## src/rtl/dither_bit_packer.sv

```systemverilog
`default_nettype none
// ==== dither_bit_packer : raster pixels -> thresholded 1bpp bytes + sof/eol/eof via byte FIFO ====
// ==== Option PACK_CHECKSUM_EN appends an XOR checksum byte (carrying eof) per frame.  rev 1.0  ====
module dither_bit_packer #(
    parameter int IMAGEX     = 64,
    parameter int IMAGEY     = 64,
    parameter int RGB_SIZE   = 8,
    parameter int THRESH     = 128,
    parameter int FIFO_DEPTH = 4
) (
    input  logic                clk,
    input  logic                rst,
    input  logic                clear,
    input  logic                pix_valid,
    output logic                pix_ready,
    input  logic [RGB_SIZE-1:0] pix_data,
    output logic                byte_valid,
    input  logic                byte_ready,
    output logic [7:0]          byte_data,
    output logic                byte_sof,
    output logic                byte_eol,
    output logic                byte_eof,
    output logic                frame_done,
    output logic                busy
);
    localparam int COLS = IMAGEX / 8;
    localparam int CW   = (COLS > 1) ? $clog2(COLS) : 1;
    localparam int RW   = (IMAGEY > 1) ? $clog2(IMAGEY) : 1;
    localparam int PW   = $clog2(FIFO_DEPTH);
    localparam int NW   = $clog2(FIFO_DEPTH + 1);
    localparam logic [CW-1:0]       COL_LAST = CW'(COLS - 1);
    localparam logic [RW-1:0]       ROW_LAST = RW'(IMAGEY - 1);
    localparam logic [NW-1:0]       DEPTH_N  = NW'(FIFO_DEPTH);
    localparam logic [RGB_SIZE-1:0] THR      = RGB_SIZE'(THRESH);

    logic [6:0]    sr_q;
    logic [2:0]    bit_cnt_q;
    logic [CW-1:0] col_q;
    logic [RW-1:0] row_q;
    logic [10:0]   mem_q [FIFO_DEPTH];
    logic [PW-1:0] rd_q, wr_q;
    logic [NW-1:0] cnt_q;
    logic [10:0]   hold_q;
    logic          frame_done_q, busy_q;

    logic          pix_hs, bit_in, data_push, push, pop, sof, eol, last, eof_pop;
    logic [7:0]    byte_d;
    logic [10:0]   push_entry, head;
    logic          not_full;

    assign not_full  = (cnt_q < DEPTH_N);
    assign pix_hs    = pix_valid & pix_ready;
    assign bit_in    = (pix_data >= THR);
    assign byte_d    = {sr_q, bit_in};
    assign data_push = pix_hs && (bit_cnt_q == 3'd7);
    assign sof       = (row_q == '0) && (col_q == '0);
    assign eol       = (col_q == COL_LAST);
    assign last      = eol && (row_q == ROW_LAST);

`ifdef PACK_CHECKSUM_EN
    logic       chk_pend_q, chk_push;
    logic [7:0] xor_q;
    // The checksum byte owns the eof marker, so the last data byte only carries eol.
    assign chk_push   = chk_pend_q && not_full;
    assign pix_ready  = not_full && !chk_pend_q;
    assign push       = data_push | chk_push;
    assign push_entry = chk_push ? {3'b001, xor_q} : {sof, eol, 1'b0, byte_d};
`else
    assign pix_ready  = not_full;
    assign push       = data_push;
    assign push_entry = {sof, eol, last, byte_d};
`endif

    assign head       = mem_q[rd_q];
    assign byte_valid = (cnt_q != '0);
    assign pop        = byte_valid & byte_ready;
    assign eof_pop    = pop & head[8];
    assign {byte_sof, byte_eol, byte_eof, byte_data} = byte_valid ? head : hold_q;
    assign frame_done = frame_done_q;
    assign busy       = busy_q;

    always_ff @(posedge clk or negedge rst) begin
        if (!rst) begin
            sr_q         <= '0;
            bit_cnt_q    <= '0;
            col_q        <= '0;
            row_q        <= '0;
            rd_q         <= '0;
            wr_q         <= '0;
            cnt_q        <= '0;
            hold_q       <= '0;
            frame_done_q <= 1'b0;
            busy_q       <= 1'b0;
            for (int i = 0; i < FIFO_DEPTH; i++) mem_q[i] <= '0;
`ifdef PACK_CHECKSUM_EN
            chk_pend_q   <= 1'b0;
            xor_q        <= '0;
`endif
        end else if (clear) begin
            sr_q         <= '0;
            bit_cnt_q    <= '0;
            col_q        <= '0;
            row_q        <= '0;
            rd_q         <= '0;
            wr_q         <= '0;
            cnt_q        <= '0;
            frame_done_q <= 1'b0;
            busy_q       <= 1'b0;
`ifdef PACK_CHECKSUM_EN
            chk_pend_q   <= 1'b0;
            xor_q        <= '0;
`endif
        end else begin
            frame_done_q <= eof_pop;
            if (push) begin
                mem_q[wr_q] <= push_entry;
                wr_q        <= wr_q + PW'(1);
            end
            if (pop) begin
                rd_q   <= rd_q + PW'(1);
                hold_q <= head;
            end
            if (push && !pop)      cnt_q <= cnt_q + NW'(1);
            else if (!push && pop) cnt_q <= cnt_q - NW'(1);

            if (pix_hs) begin
                sr_q      <= {sr_q[5:0], bit_in};
                bit_cnt_q <= bit_cnt_q + 3'd1;
                if (bit_cnt_q == 3'd7) begin
                    if (eol) begin
                        col_q <= '0;
                        row_q <= last ? '0 : row_q + RW'(1);
                    end else begin
                        col_q <= col_q + CW'(1);
                    end
                end
            end

            if (pix_hs)       busy_q <= 1'b1;
            else if (eof_pop) busy_q <= 1'b0;
`ifdef PACK_CHECKSUM_EN
            if (data_push) xor_q <= sof ? byte_d : (xor_q ^ byte_d);
            if (data_push && last) chk_pend_q <= 1'b1;
            else if (chk_push)     chk_pend_q <= 1'b0;
`endif
        end
    end
endmodule
`default_nettype wire

```

## config.mk

```make
export PLATFORM = sky130hd
export DESIGN_NAME = dither_bit_packer
export DESIGN_NICKNAME = d
export VERILOG_FILES = /design/src/rtl/dither_bit_packer.sv
export SDC_FILE = /design/constraint.sdc
export NUM_CORES = 1
export LEC_CHECK = 0
export CELL_PAD_IN_SITES_DETAIL_PLACEMENT = 0
export CELL_PAD_IN_SITES_GLOBAL_PLACEMENT = 2
export CORE_ASPECT_RATIO = 0.6
export CORE_UTILIZATION = 41
export DETAILED_ROUTE_END_ITERATION = 16
export PLACE_DENSITY = 0.82
export SETUP_SLACK_MARGIN = 0.2
export SLEW_MARGIN = 20
export SYNTH_ARGS = -nofsm -noshare
export SYNTH_HDL_FRONTEND = slang
export SYNTH_SLANG_ARGS = --single-unit
```

## constraint.sdc

```tcl
create_clock -name clk -period 2.3 [get_ports clk]
set_input_delay 0.46 -clock clk [delete_from_list [all_inputs] [get_ports clk]]
set_output_delay 0.46 -clock clk [all_outputs]
set_load 0.02 [all_outputs]
```

==> impl_metrics.toml, run 1 <==
[power_and_ir_drop]
p_leak_nw = 2.32
p_per_area_nw_per_um2 = 784
ir_worst_vdd_mv = 0.491

[synth]
yosys_most_used_dff = "dfrtp_1"
synth.avg_cell_area_um2 = 12.9
synth-seq-cells = 83
yosysSeqAreaShare_pct = 52.6
synth_edf_count = 0
synth_most_common_cell = "dfrtp_1"
synth_warnings = 0
yosysTopAreaCell = "dfrtp_1"
synth_area_um2 = 3950
synth_area_leaders = "dfrtp_1 (53%), mux2_2 (15%), mux4_2 (4.6%), ha_1 (3.5%), mux2_4 (3.4%)"
synth.distinct_cells = 40
synthesis.instances = 306
yosys-top-cells-count = "dfrtp_1 (83), mux2_2 (53), nand2_1 (34)"
syn_nets = 331
async_reset_ff_share_pct = 100
yosysTopAreaCellShare_pct = 52.6

[global_routing]
grt-ovfl-total = 0
track_usage_pct = 17.8
grt_pass1_vias = 2473
grt_pass1_wl_um = 13100
antenna_found_initial = 0
grt_max_degree = 64

[floorplanning]
die_area_um2 = 10000
die_y_um = 78.0
fp-row-count = 27
ioPinCount = 28
fp.coreArea_um2 = 9260
initial_utilization_pct = 42.7
die_w_um = 129

[clock_tree]
hold_buffers = 0
cts.clk_slew.worst_paths_ns = 0.06
insertion_delay_ns = 0.33
numCtsBuffers = 9
h-tree-depth = 3
cts_root_buf = "clkbuf_16"
clock_sinks = 83
cts_buffer_depth = 2
cts_tree = "yes"

[critical_path]
crit_path_end_kind = "output pin"
slowest_stage = "mux4_2"
cpPeakStageDelay_ns = 0.56
critPathLaunchType = "register"
crit_arrival_ns = 1.91
critPathMaxFanout = 6
cp_common_cell = "buf_6"
cp_cell_sequence = "buf_6 > mux4_2 > mux2_4 > buf_6"
required_ns = 1.84
critPathKind = "reg -> out"

[timing]
setup_viol = 11
fmax_ghz = 0.422
relSlewSlack_pct = 73.5
layout_setup_ws_ns = -0.0696
skew_ns = 0.00492
worst_pin_slew_ns = 0.396
finalHoldViolCount = 0
period_minus_slack_ns = 2.37
rsz0062_at_grt = "true"
slew_violations = 0
fin_crit_sh_pct = 103

[place]
dpl.hpwl_um = 5370
dpl-instance-area_um2 = 4430
portBuffers = 20
gp_congestion = 0.747
post-place-ws_ns = -0.145

[detailed_routing]
drcViolationCount = 0
vias = 2424
drt_iter0_markers = 135
viasPerCell = 4.99
drt.antenna.violating_nets = 0
finalWirelength_um = 7900
wl_per_cell_um = 16.3
drtPass1Iterations = 4

[job]
maxCapViolCount = 0

[status]
status = "finished, violations left"
failed_checks = "setup timing"

[finish]
final_cell_area_um2 = 4880
seq_area_um2 = 2080
syn_to_final_growth_pct = 23.6
num_antenna_cells = 0
fill_cells = 822
drive_above_1_share_pct = 38.2
multiInputGateArea_um2 = 1780
fin_nets = 376

[min_path]
hold_class = "in -> async"
## critical path, delay by kind of cell (launching register included)
| kind | cells | cell delay (ns) |
|---|---|---|
| buffers and inverters | 2 | 0.30 |
| multiplexers | 2 | 0.85 |
| flip-flops | 1 | 0.42 |
## cell type report
| type | instances | share of cell area (%) |
|---|---|---|
| clock buffers | 10 | 4.69 |
| clock inverters | 6 | 1.64 |
| inverters | 10 | 0.769 |
| multi-input cells | 197 | 36.5 |
| flip-flops and latches | 83 | 42.5 |
| well taps | 130 | 3.33 |
| repair buffers | 50 | 10.6 |
## cell usage in the layout (no fill, tap or decap), types with 2 or more instances in the layout
| master | Yosys | layout |
|---|---|---|
| mux2_4 | 9 | 20 |
| inv_1 | 10 | 10 |
| nand4_1 | 3 | 3 |
| dfrtp_1 | 83 | 83 |
| nor2_1 | 14 | 14 |
| o21ai_0 | 5 | 5 |
| clkinv_2 | 0 | 4 |
| clkdlybuf4s50_1 | 0 | 6 |
| nand3_1 | 9 | 9 |
| buf_12 | 0 | 5 |
| buf_4 | 0 | 22 |
| clkbuf_16 | 0 | 9 |
| bufinv_16 | 0 | 2 |
| nor2b_1 | 2 | 2 |
| a21oi_1 | 16 | 16 |
| nand2_1 | 34 | 34 |
| ha_1 | 11 | 10 |
| xnor2_1 | 5 | 5 |
| mux2_2 | 53 | 42 |
| buf_6 | 3 | 15 |
| xor2_1 | 4 | 4 |
| mux4_2 | 8 | 11 |
## registers in the layout, summed over array words and instances, names as in the netlist
register,cells
mem_q,44
hold_q,11
sr_q,7
row_q,6
bit_cnt_q,3
cnt_q,3
col_q,3
rd_q,2
wr_q,2
busy,1
frame_done,1
## path summary, 6_finish.rpt
check	startpoint	endpoint	slack (ns)	cells after the start
max	rd_q[0]$_DFFE_PN0P_	byte_eol	-0.07	4
min	rst	hold_q[6]$_DFFE_PN0P_	0.009	1
max reg2reg	bit_cnt_q[0]$_DFFE_PN0P_	cnt_q[2]$_DFFE_PN0P_	0.32	7
min reg2reg	mem_q[8]$_DFFE_PN0P_	mem_q[8]$_DFFE_PN0P_	0.48	2
max in group asynchronous	rst	bit_cnt_q[0]$_DFFE_PN0P_	1.66	2
min in group clk	mem_q[8]$_DFFE_PN0P_	mem_q[8]$_DFFE_PN0P_	0.48	2
## through the flow
| stage | hold WS [ns] | setup TNS (ns) | power (mW) | utilization (%) | cells |
|---|---|---|---|---|---|
| 6_report | 0.00912 | -0.427 | 3.83 | 52.8 | 486 |
| 2_1_floorplan | 0.164 | 0 | 1.97 | - | 306 |
| 3_3_place_gp | 0.371 | -0.710 | 2.19 | 47.9 | 461 |
| 4_1_cts | 0.0118 | -0.636 | 3.86 | 52.3 | 482 |
| 3_5_place_dp | 0.369 | -0.889 | 2.20 | 47.9 | 461 |
| 5_1_grt | 0.0265 | -1.05 | 4.00 | 52.8 | 486 |
## per-layer routing
metal  GRT usage [%]  share of wire, %
met5               0                 0
met4            6.00               1.3
met3            3.95               3.1
met2            26.3                42
met1            26.0                53
## cells by family after synthesis
logic type,share of synthesized area [%]
compound gates,3.86
xor+xnor,2.00
fa+ha+maj,3.99
buf+inv,3.33
flops,52.6
mux,25.3
simple gates,8.90
## report_power, final
part / internal, mW / switching [mW] / leakage (nW)
Clock: 0.942 / 0.550 / 0.156
Sequential: 1.50 / 0.0382 / 1.16
Combinational: 0.413 / 0.389 / 1.01
Total: 2.85 / 0.978 / 2.32
## what timing repair did
action	4_1_cts	5_1_grt
buffers inserted	5	4
resized for setup	83	5
pin swaps	0	1
hold endpoints to repair	0	0
setup endpoints to repair	13	13
Note: power is estimated with default switching activity, not from simulation.
==> run 2: changes to the inputs <==
CORE_UTILIZATION = 45   (was 41)
CTS_BUF_LIST = sky130_fd_sc_hd__clkbuf_4   (was unset)
PLACE_DENSITY = 0.89   (was 0.82)
clock period = 2.8 ns   (was 2.3 ns; I/O delays follow)
==> run 2 against run 1 <==
  * The flow now finishes without violations
  * Highest routed layer unchanged
  * Combinational power down 27%
  * Critical path type unchanged
  * Largest cell class unchanged
  * Utilization is 0.71 points higher
  * Hold slack better by 0.057 ns
  * Die area down 8.7%
==> impl_metrics.toml, run 2 (synthesis results as in run 1) <==
[timing]
skew_ns = 0.0139
fin_crit_sh_pct = 92.5
slew_violations = 0
setup_viol = 0
worst_pin_slew_ns = 0.466
relSlewSlack_pct = 68.9
fin_tns_setup_ns = 0
period_minus_slack_ns = 2.59
rsz0062_at_grt = "true"
fmax_ghz = 0.386
finalHoldViolCount = 0

[clock_tree]
cts_buffer_depth = 2
cts_tree = "yes"
clock_sinks = 83
cts_root_buf = "clkbuf_4"
h-tree-depth = 3
cts.clk_slew.worst_paths_ns = 0.12
numCtsBuffers = 9
hold_buffers = 0
insertion_delay_ns = 0.43

[global_routing]
grt_pass1_vias = 2383
grt_max_degree = 51
grt_pass1_wl_um = 12800
track_usage_pct = 19.5
antenna_found_initial = 0
grt-ovfl-total = 0

[finish]
mostFrequentLayoutCells = "dfrtp_1 (82), mux2_2 (42), nand2_1 (34)"
instances_no_fill = 455
layout_commonest_cell = "dfrtp_1"
fill_cells = 738
largest_reg_flops = 44
largestRegisters = "mem_q (44), hold_q (11), sr_q (7)"
seq_area_um2 = 2080
fin_nets = 363
multiInputGateArea_um2 = 1780
drive_above_1_share_pct = 35.6
num_antenna_cells = 0
regMostFlops = "mem_q"
syn_to_final_growth_pct = 15.4

[power_and_ir_drop]
power_mw = 2.54
power_frac_seq_pct = 49.7
p_leak_nw = 2.16
switching_share_pct = 28.3
p_comb_share_pct = 22.9
ir_worst_vdd_mv = 0.291
p_per_area_nw_per_um2 = 558
net-switching-power_mw = 0.720
pwr-share-clk_pct = 27.4
internal_power_mw = 1.82

[critical_path]
critPathBufInv = 3
crit_arrival_ns = 2.03
required_ns = 2.24
critPathKind = "reg -> out"
critPathLaunchType = "register"
cpPeakStageDelay_ns = 0.53
crit_path_end_kind = "output pin"
reg2reg_from = "bit_cnt_q[0]$_DFFE_PN0P_"
cpLargestDelayFamily = "multiplexers"
critPathMaxFanout = 6
cp_cell_sequence = "buf_6 > buf_16 > mux4_2 > mux2_4 > buf_6"
cp_common_cell = "buf_6"
crit_path_start = "rd_q[0]$_DFFE_PN0P_"
slowest_stage = "mux4_2"

[floorplanning]
fp.coreArea_um2 = 8520
die_w_um = 123
die_area_um2 = 9170
die_y_um = 74.6
initial_utilization_pct = 46.3
fp-row-count = 26
ioPinCount = 28

[min_path]
hold_class = "in -> async"

[detailed_routing]
drtPass1Iterations = 4
vias = 2407
viasPerCell = 5.29
drt_iter0_markers = 197
wl_per_cell_um = 17.5
drt.antenna.violating_nets = 0
drcViolationCount = 0
finalWirelength_um = 7980

[place]
dp.cells = 435
dpl.hpwl_um = 5360
portBuffers = 20
gp_congestion = 0.771

[job]
maxCapViolCount = 0

[status]
status = "finished clean"
run 2: changes by cell type in the layout (fill, tap and decap cells not counted), moves of 2 or more:
cell             before  now
clkinv_2              4    1
clkbuf_4              0   13
buf_12                5    2
buf_6                15   12
clkbuf_16             9    0
buf_4                22   14
clkdlybuf4s50_1       6    8
run 2: what timing repair did:
| item | 4_1_cts | 5_1_grt |
|---|---|---|
| setup buffers | 2 | 1 |
| setup endpoints to repair | 11 | 11 |
| cloned | 1 | 0 |
| gates resized for setup | 58 | 25 |
run 2: metal layers:
metal | vias up | wire (um) | part of all wire, % | global-route usage [%]
li1 | 1136 | - | - | -
met4 | 0 | 85 | 1.1 | 6.10
met1 | 1210 | 4220 | 53 | 29.0
met5 | - | 0 | 0 | 0
met3 | 8 | 423 | 5.3 | 6.06
met2 | 53 | 3260 | 41 | 26.9
run 2: area by class of cell:
class                   count  share of cell area, %
clock buffers              13                   2.14
clock inverters             3                  0.851
inverters                  10                  0.824
multi-input cells         197                   39.0
flip-flops and latches     83                   45.6
well taps                 112                   3.08
repair buffers             37                   8.51
run 2: power by group through the flow:
| stage | logic (mW) | registers [mW] | clock network, mW |
|---|---|---|---|
| 2_1_floorplan | 0.334 | 1.28 | 0 |
| 3_3_place_gp | 0.499 | 1.28 | 0 |
| 3_5_place_dp | 0.503 | 1.28 | 0 |
| 4_1_cts | 0.563 | 1.26 | 0.717 |
| 5_1_grt | 0.629 | 1.27 | 0.764 |
| 6_report | 0.582 | 1.26 | 0.695 |
run 2: metrics by stage:
stage / setup WS (ns) / util [%] / hold slack (ns) / instance area, um^2
floorplan: 0.698 / - / 0.264 / 3950
global placement: 0.235 / 50.7 / 0.460 / 4320
detailed placement: 0.211 / 50.7 / 0.473 / 4320
CTS: 0.169 / 52.4 / 0.0581 / 4470
global route: 0.113 / 53.5 / 0.0658 / 4560
finish: 0.211 / 53.5 / 0.0661 / 4560
run 2: worst paths after layout:
kind                            slack, ns  cells after the start                endpoint
worst max-delay path                 0.21                      5            byte_data[2]
worst min-delay path                 0.07                      1  hold_q[10]$_DFFE_PN0P_
worst max register to register       0.68                      7    cnt_q[2]$_DFFE_PN0P_
worst min register to register       0.50                      2   mem_q[30]$_DFFE_PN0P_
max in group asynchronous            2.10                      2   mem_q[14]$_DFFE_PN0P_
min in group clk                     0.50                      2   mem_q[30]$_DFFE_PN0P_
==> variant 1: new RTL, flow settings as in run 1 <==
`RGB_SIZE`: 8 -> 16.
--- a/src/rtl/dither_bit_packer.sv
+++ b/src/rtl/dither_bit_packer.sv
@@ -4,7 +4,7 @@
 module dither_bit_packer #(
     parameter int IMAGEX     = 64,
     parameter int IMAGEY     = 64,
-    parameter int RGB_SIZE   = 8,
+    parameter int RGB_SIZE   = 16,
     parameter int THRESH     = 128,
     parameter int FIFO_DEPTH = 4
 ) (
Ports: changed (resized pix_data); port bits go from 28 to 36. No check against the original RTL was run, so the function may have changed too.
==> variant 1 against run 1 <==
- via count increased by 3.9%
- design area increased by 3.9%
- non-clock buffer count increased by 7
- worst hold slack improved by 0.010 ns
- core utilization increased by 1.3 points
- the flow still finishes with violations (setup timing)
- clock skew increased by 0.0015 ns
- highest routed layer unchanged
- total power increased by 4.1%
- largest cell class unchanged
- synthesized area increased by 2.6%
- wire length increased by 8.2%
- worst setup slack improved by 0.033 ns
- sequential cell count unchanged
==> variant 1: results (changes against run 1) <==
| Metric | Value |
|---|---|
| Worst clock skew | `0.00639 ns (+0.00147 ns)` |
| Setup slack at placement | `-0.0830 ns (+0.0622 ns)` |
| Initial DRC Count | `93 (-31%)` |
| Largest net degree at the start of global routing | `45 (-30%)` |
| Ratio of cells with drive above 1 in the final layout | `0.343 (-0.0389)` |
| Seq/Total Area, Yosys | `0.513 (-0.0133)` |
| Pwr Total | `3.98 mW (+4.1%)` |
| Routed WL per cell | `17.0 um (+4.6%)` |
| Failing checks | `setup timing` |
| Cell count after placement | `484 (+5.0%)` |
| XOR/XNOR share of the synthesized area | `0.0195 (-0.000505)` |
| Max stage delay on crit path | `0.54 ns (-0.02 ns)` |
| Final wirelength | `8.56 mm (+8.2%)` |
| Nets | `401 (+6.6%)` |
| Status | `complete, but fails checks` |
| Clock Power Share | `0.394 (+0.004)` |
| Top cells by area, synth | `dfrtp_1 51%, mux2_2 8.9%, mux2_4 8.9%` |
| Port Buffers | `28 (+40%)` |
| Synthesized Nets | `353 (+6.6%)` |
| Multi-input gate area | `1880 sq um (+5.5%)` |
| Max VDD drop | `0.432 mV (-12%)` |
| Distinct cells, synth | `39 (-2.5%)` |
| Synth top cells by count | `83 x dfrtp_1, 38 x nand2_1, 32 x mux2_2, 24 x mux2_4, 17 x nor2_1` |
| Final setup fails | `9 (-2)` |
| Synthesized area per cell | `12.7 sq um (-1.9%)` |
| FF-to-FF path depth | `8 (+1)` |
| Critical path data arrival time | `1.88 ns (-0.03 ns)` |
| Tot GR Track Use | `0.191 (+0.0124)` |
| Post-CTS sizing | `77 (-7.2%)` |
| Worst hold slack | `0.0193 ns (+0.0102 ns)` |
| Cell Area, Placed | `4640 sq um (+4.7%)` |
| Static leakage | `2.45 nW (+5.4%)` |
| Synth Area in Compound Gates | `0.0423 (+0.00365)` |
| Vias in the first global route | `2628 (+6.3%)` |
| PnR worst setup slack | `-0.0363 ns (+0.0333 ns)` |
| # fillers | `819 (-0.36%)` |
| Post-synthesis mux area share | `0.245 (-0.00889)` |
| Number of vias per cell | `5.01 (+0.37%)` |
| GPL Wtd Cong | `0.781 (+4.5%)` |
[variant 1: area by class of cell]
| type | count | area share |
|---|---|---|
| clock buffer | 11 | 0.0478 |
| clock inverter | 5 | 0.0168 |
| inverter | 10 | 0.00739 |
| multi-input combinational | 207 | 0.370 |
| sequential | 83 | 0.409 |
| tap | 130 | 0.0320 |
| timing repair buffer | 57 | 0.116 |
[variant 1: layer usage]
layer / routed length, um / GRT usage / up-vias
li1: - / - / 1212
met1: 4380 / 0.283 / 1250
met2: 3640 / 0.266 / 51
met3: 476 / 0.0640 / 5
met4: 59 / 0.0448 / 0
met5: 0 / 0 / -
[variant 1: how the worst max path moves through the flow]
stage	end	slack [ns]	cells past startpoint
finish	byte_eof	-0.04	4
floorplan	cnt_q[2]	0.25	8
global placement	byte_data[1]	-0.05	4
global route	byte_eof	-0.10	4
CTS	byte_eof	-0.05	4
detailed placement	byte_data[1]	-0.08	4
==> variant 2: new RTL, settings of run 1 <==
Made on the original files. Reset style: synchronous (`rst`), changed in one clocked block.
--- a/src/rtl/dither_bit_packer.sv
+++ b/src/rtl/dither_bit_packer.sv
@@ -79,7 +79,7 @@
     assign frame_done = frame_done_q;
     assign busy       = busy_q;
 
-    always_ff @(posedge clk or negedge rst) begin
+    always_ff @(posedge clk) begin
         if (!rst) begin
             sr_q         <= '0;
             bit_cnt_q    <= '0;
Formal check against the unedited RTL: differs if rst is asserted again (counterexample within 4 cycles, from zero or initial values and one cycle with rst low); with rst held inactive, the same outputs for 10 cycles.
==> variant 2 against run 1 <==
- largest cell class unchanged
- worst setup slack gained 0.041 ns
- wire length grew 2.9%
- synthesized cell count grew 1.3%
- synthesized area shrank 4.2%
- fmax grew 1.7%
- highest routed layer unchanged
- critical endpoint is now byte_data[4]
- via count grew 2.1%
- design area shrank 1.5%
- sequential cell count grew 2
- the flow still finishes with violations (setup timing)
- final cell count shrank 1.9%
Power is not compared: it rests on default switching activity, and its combinational part moved more than twofold at a synthesized area within 25%.
==> variant 2: results (changes against run 1) <==
| Metric | Value |
|---|---|
| Status | `complete, but fails checks` |
| Failing checks | `setup timing` |
| Yosys warning count | `0 (unchanged)` |
| Crit-path slowest cell | `mux4_2` |
| First-pass GRT wire length | `13.0 mm (-1.0%)` |
| Distinct cells, synth | `44 (+10%)` |
| Vias in the first global route | `2336 (-5.5%)` |
| Synth Area in Compound Gates | `0.0754 (+0.0368)` |
| Final setup fails | `4 (-7)` |
| Synthesized Nets | `332 (+0.30%)` |
| Worst clock skew | `0.00514 ns (+0.000225 ns)` |
| # H-tree levels | `3 (unchanged)` |
| Initial DRC Count | `154 (+14%)` |
| Critical path data arrival time | `1.87 ns (-0.04 ns)` |
| Slew HR | `0.459 (-0.276)` |
| Number of flops mapped to enable cells by yosys | `44 (+44)` |
| Largest net degree at the start of global routing | `17 (-73%)` |
| Biggest regs | `mem_q (44), hold_q (11), sr_q (7)` |
| Hold WC Path Type | `reg -> reg` |
| Synth top cells by count | `44 x edfxtp_1, 41 x dfxtp_1, 36 x and2_1, 28 x nand2_1, 18 x a21oi_1` |
| Ys flop type | `edfxtp_1` |
| Sw frac | `0.207` |
| Ratio of cells with drive above 1 in the final layout | `0.277 (-0.105)` |
| PnR worst setup slack | `-0.0289 ns (+0.0407 ns)` |
| Max stage delay on crit path | `0.57 ns` |
| Drt first pass iters | `4 (unchanged)` |
| Seq/Total Area, Yosys | `0.566 (+0.0403)` |
| Tot GR Track Use | `0.185 (+0.00691)` |
| Post-synthesis mux area share | `0.104 (-0.150)` |
| # fillers | `748 (-9.0%)` |
| Post-DP HPWL | `5.68 mm (+5.7%)` |
| Clk_lat worst skew | `0.34 ns` |
| CP Class | `reg -> out` |
| Clock-pin slew of the registers on the worst-case setup and hold paths | `0.06 ns (about the same)` |
| Fraction of registers with async set or reset after synthesis | `0 (-1.00)` |
| Setup slack at placement | `-0.0689 ns (+0.0762 ns)` |
| Worst Path Max Fanout | `6 (unchanged)` |
| Nets | `382 (+1.6%)` |
| Initial antenna violation count | `0 (unchanged)` |
| CTS Root Cell | `clkbuf_16` |
| Worst hold path startpoint | `col_q[1]` |
| Number of vias per cell | `5.19 (+4.1%)` |
| Static leakage | `1.83 nW` |
| GPL Wtd Cong | `0.734 (-1.7%)` |
| Max VDD drop | `0.416 mV` |
| Num CTS Buffers | `9 (unchanged)` |
| Post-Synth Adder-Cell Area | `0.0317 (-0.00817)` |
| XOR/XNOR share of the synthesized area | `0.0162 (-0.00375)` |
| Routed WL per cell | `17.1 um (+4.9%)` |
| Top cells by area, synth | `edfxtp_1 35%, dfxtp_1 22%, mux4_2 6.5%` |
| Port Buffers | `20 (unchanged)` |
| RR Startpoint | `cnt_q[2]` |
| Antenna diodes | `0 (unchanged)` |
[variant 2: changes by cell type after synthesis, moves of 4 or more]
cell | before | now
mux2_4 | 9 | 0
nand2b_1 | 1 | 5
clkbuf_1 | 2 | 6
and2_1 | 1 | 36
mux2_2 | 53 | 11
xnor2_1 | 5 | 1
edfxtp_1 | 0 | 44
a22o_1 | 0 | 11
nand2_1 | 34 | 28
dfxtp_1 | 0 | 41
dfrtp_1 | 83 | 0
[variant 2: final cells by class]
| type | count | area share |
|---|---|---|
| flip-flops and latches | 85 | 0.447 |
| multi-input cells | 201 | 0.338 |
| repair buffers | 54 | 0.115 |
| clock buffers | 12 | 0.0577 |
| well taps | 112 | 0.0291 |
| inverters | 9 | 0.00702 |
| clock inverters | 4 | 0.00546 |
[variant 2: what timing repair did]
action,4_1_cts,5_1_grt
pin swaps,0,1
buffers inserted,3,0
hold endpoints to repair,0,0
gates cloned,1,0
gates resized for setup,83,9
setup endpoints to repair,13,23
[variant 2: cell families after synthesis]
kind of cell	Yosys count
adders and majority gates	9
AOI/OAI and AO/OA	42
muxes	24
buffers and inverters	24
and+or+nand+nor	119
xor gates and xnor gates	7
DFF	85
[variant 2: stage by stage]
step	hold WS [ns]	setup TNS [ns]	instance area, sq um	cells
after global routing	0.501	-0.395	4810	477
after floorplan	0.440	0	3800	310
after CTS	0.466	-0.180	4770	477
final	0.476	-0.0876	4810	477
after global placement	0.447	-0.807	4330	457
after detailed placement	0.457	-1.04	4330	457
[variant 2: per-layer routing]
layer | wire length [um] | global-route usage | part of all wire
met5 | 0 | 0 | 0
met4 | 114 | 0.0651 | 0.014
met3 | 391 | 0.0449 | 0.048
met2 | 3240 | 0.249 | 0.40
met1 | 4390 | 0.285 | 0.54
[variant 2: worst max-delay path, delay by kind of cell, from the launching register on]
family                 cells  cell delay, ns
multiplexers               2            0.87
flip-flops                 1            0.39
buffers and inverters      2            0.27
[variant 2: path summary, 6_finish.rpt]
path	end	slack [ns]	cells after the start
worst max-delay path	byte_data[4]	-0.03	4
worst min-delay path	col_q[1]	0.48	2
worst min register to register	col_q[1]	0.48	2
worst max register to register	cnt_q[2]	0.33	9
[variant 2: power by group through the flow]
| stage | logic (mW) | clock network (mW) | registers [mW] |
|---|---|---|---|
| floorplan | 0.0519 | 0 | 1.66 |
| global placement | 0.111 | 0 | 1.66 |
| detailed placement | 0.112 | 0 | 1.67 |
| CTS | 0.113 | 1.48 | 1.63 |
| global route | 0.122 | 1.54 | 1.63 |
| finish | 0.113 | 1.44 | 1.63 |
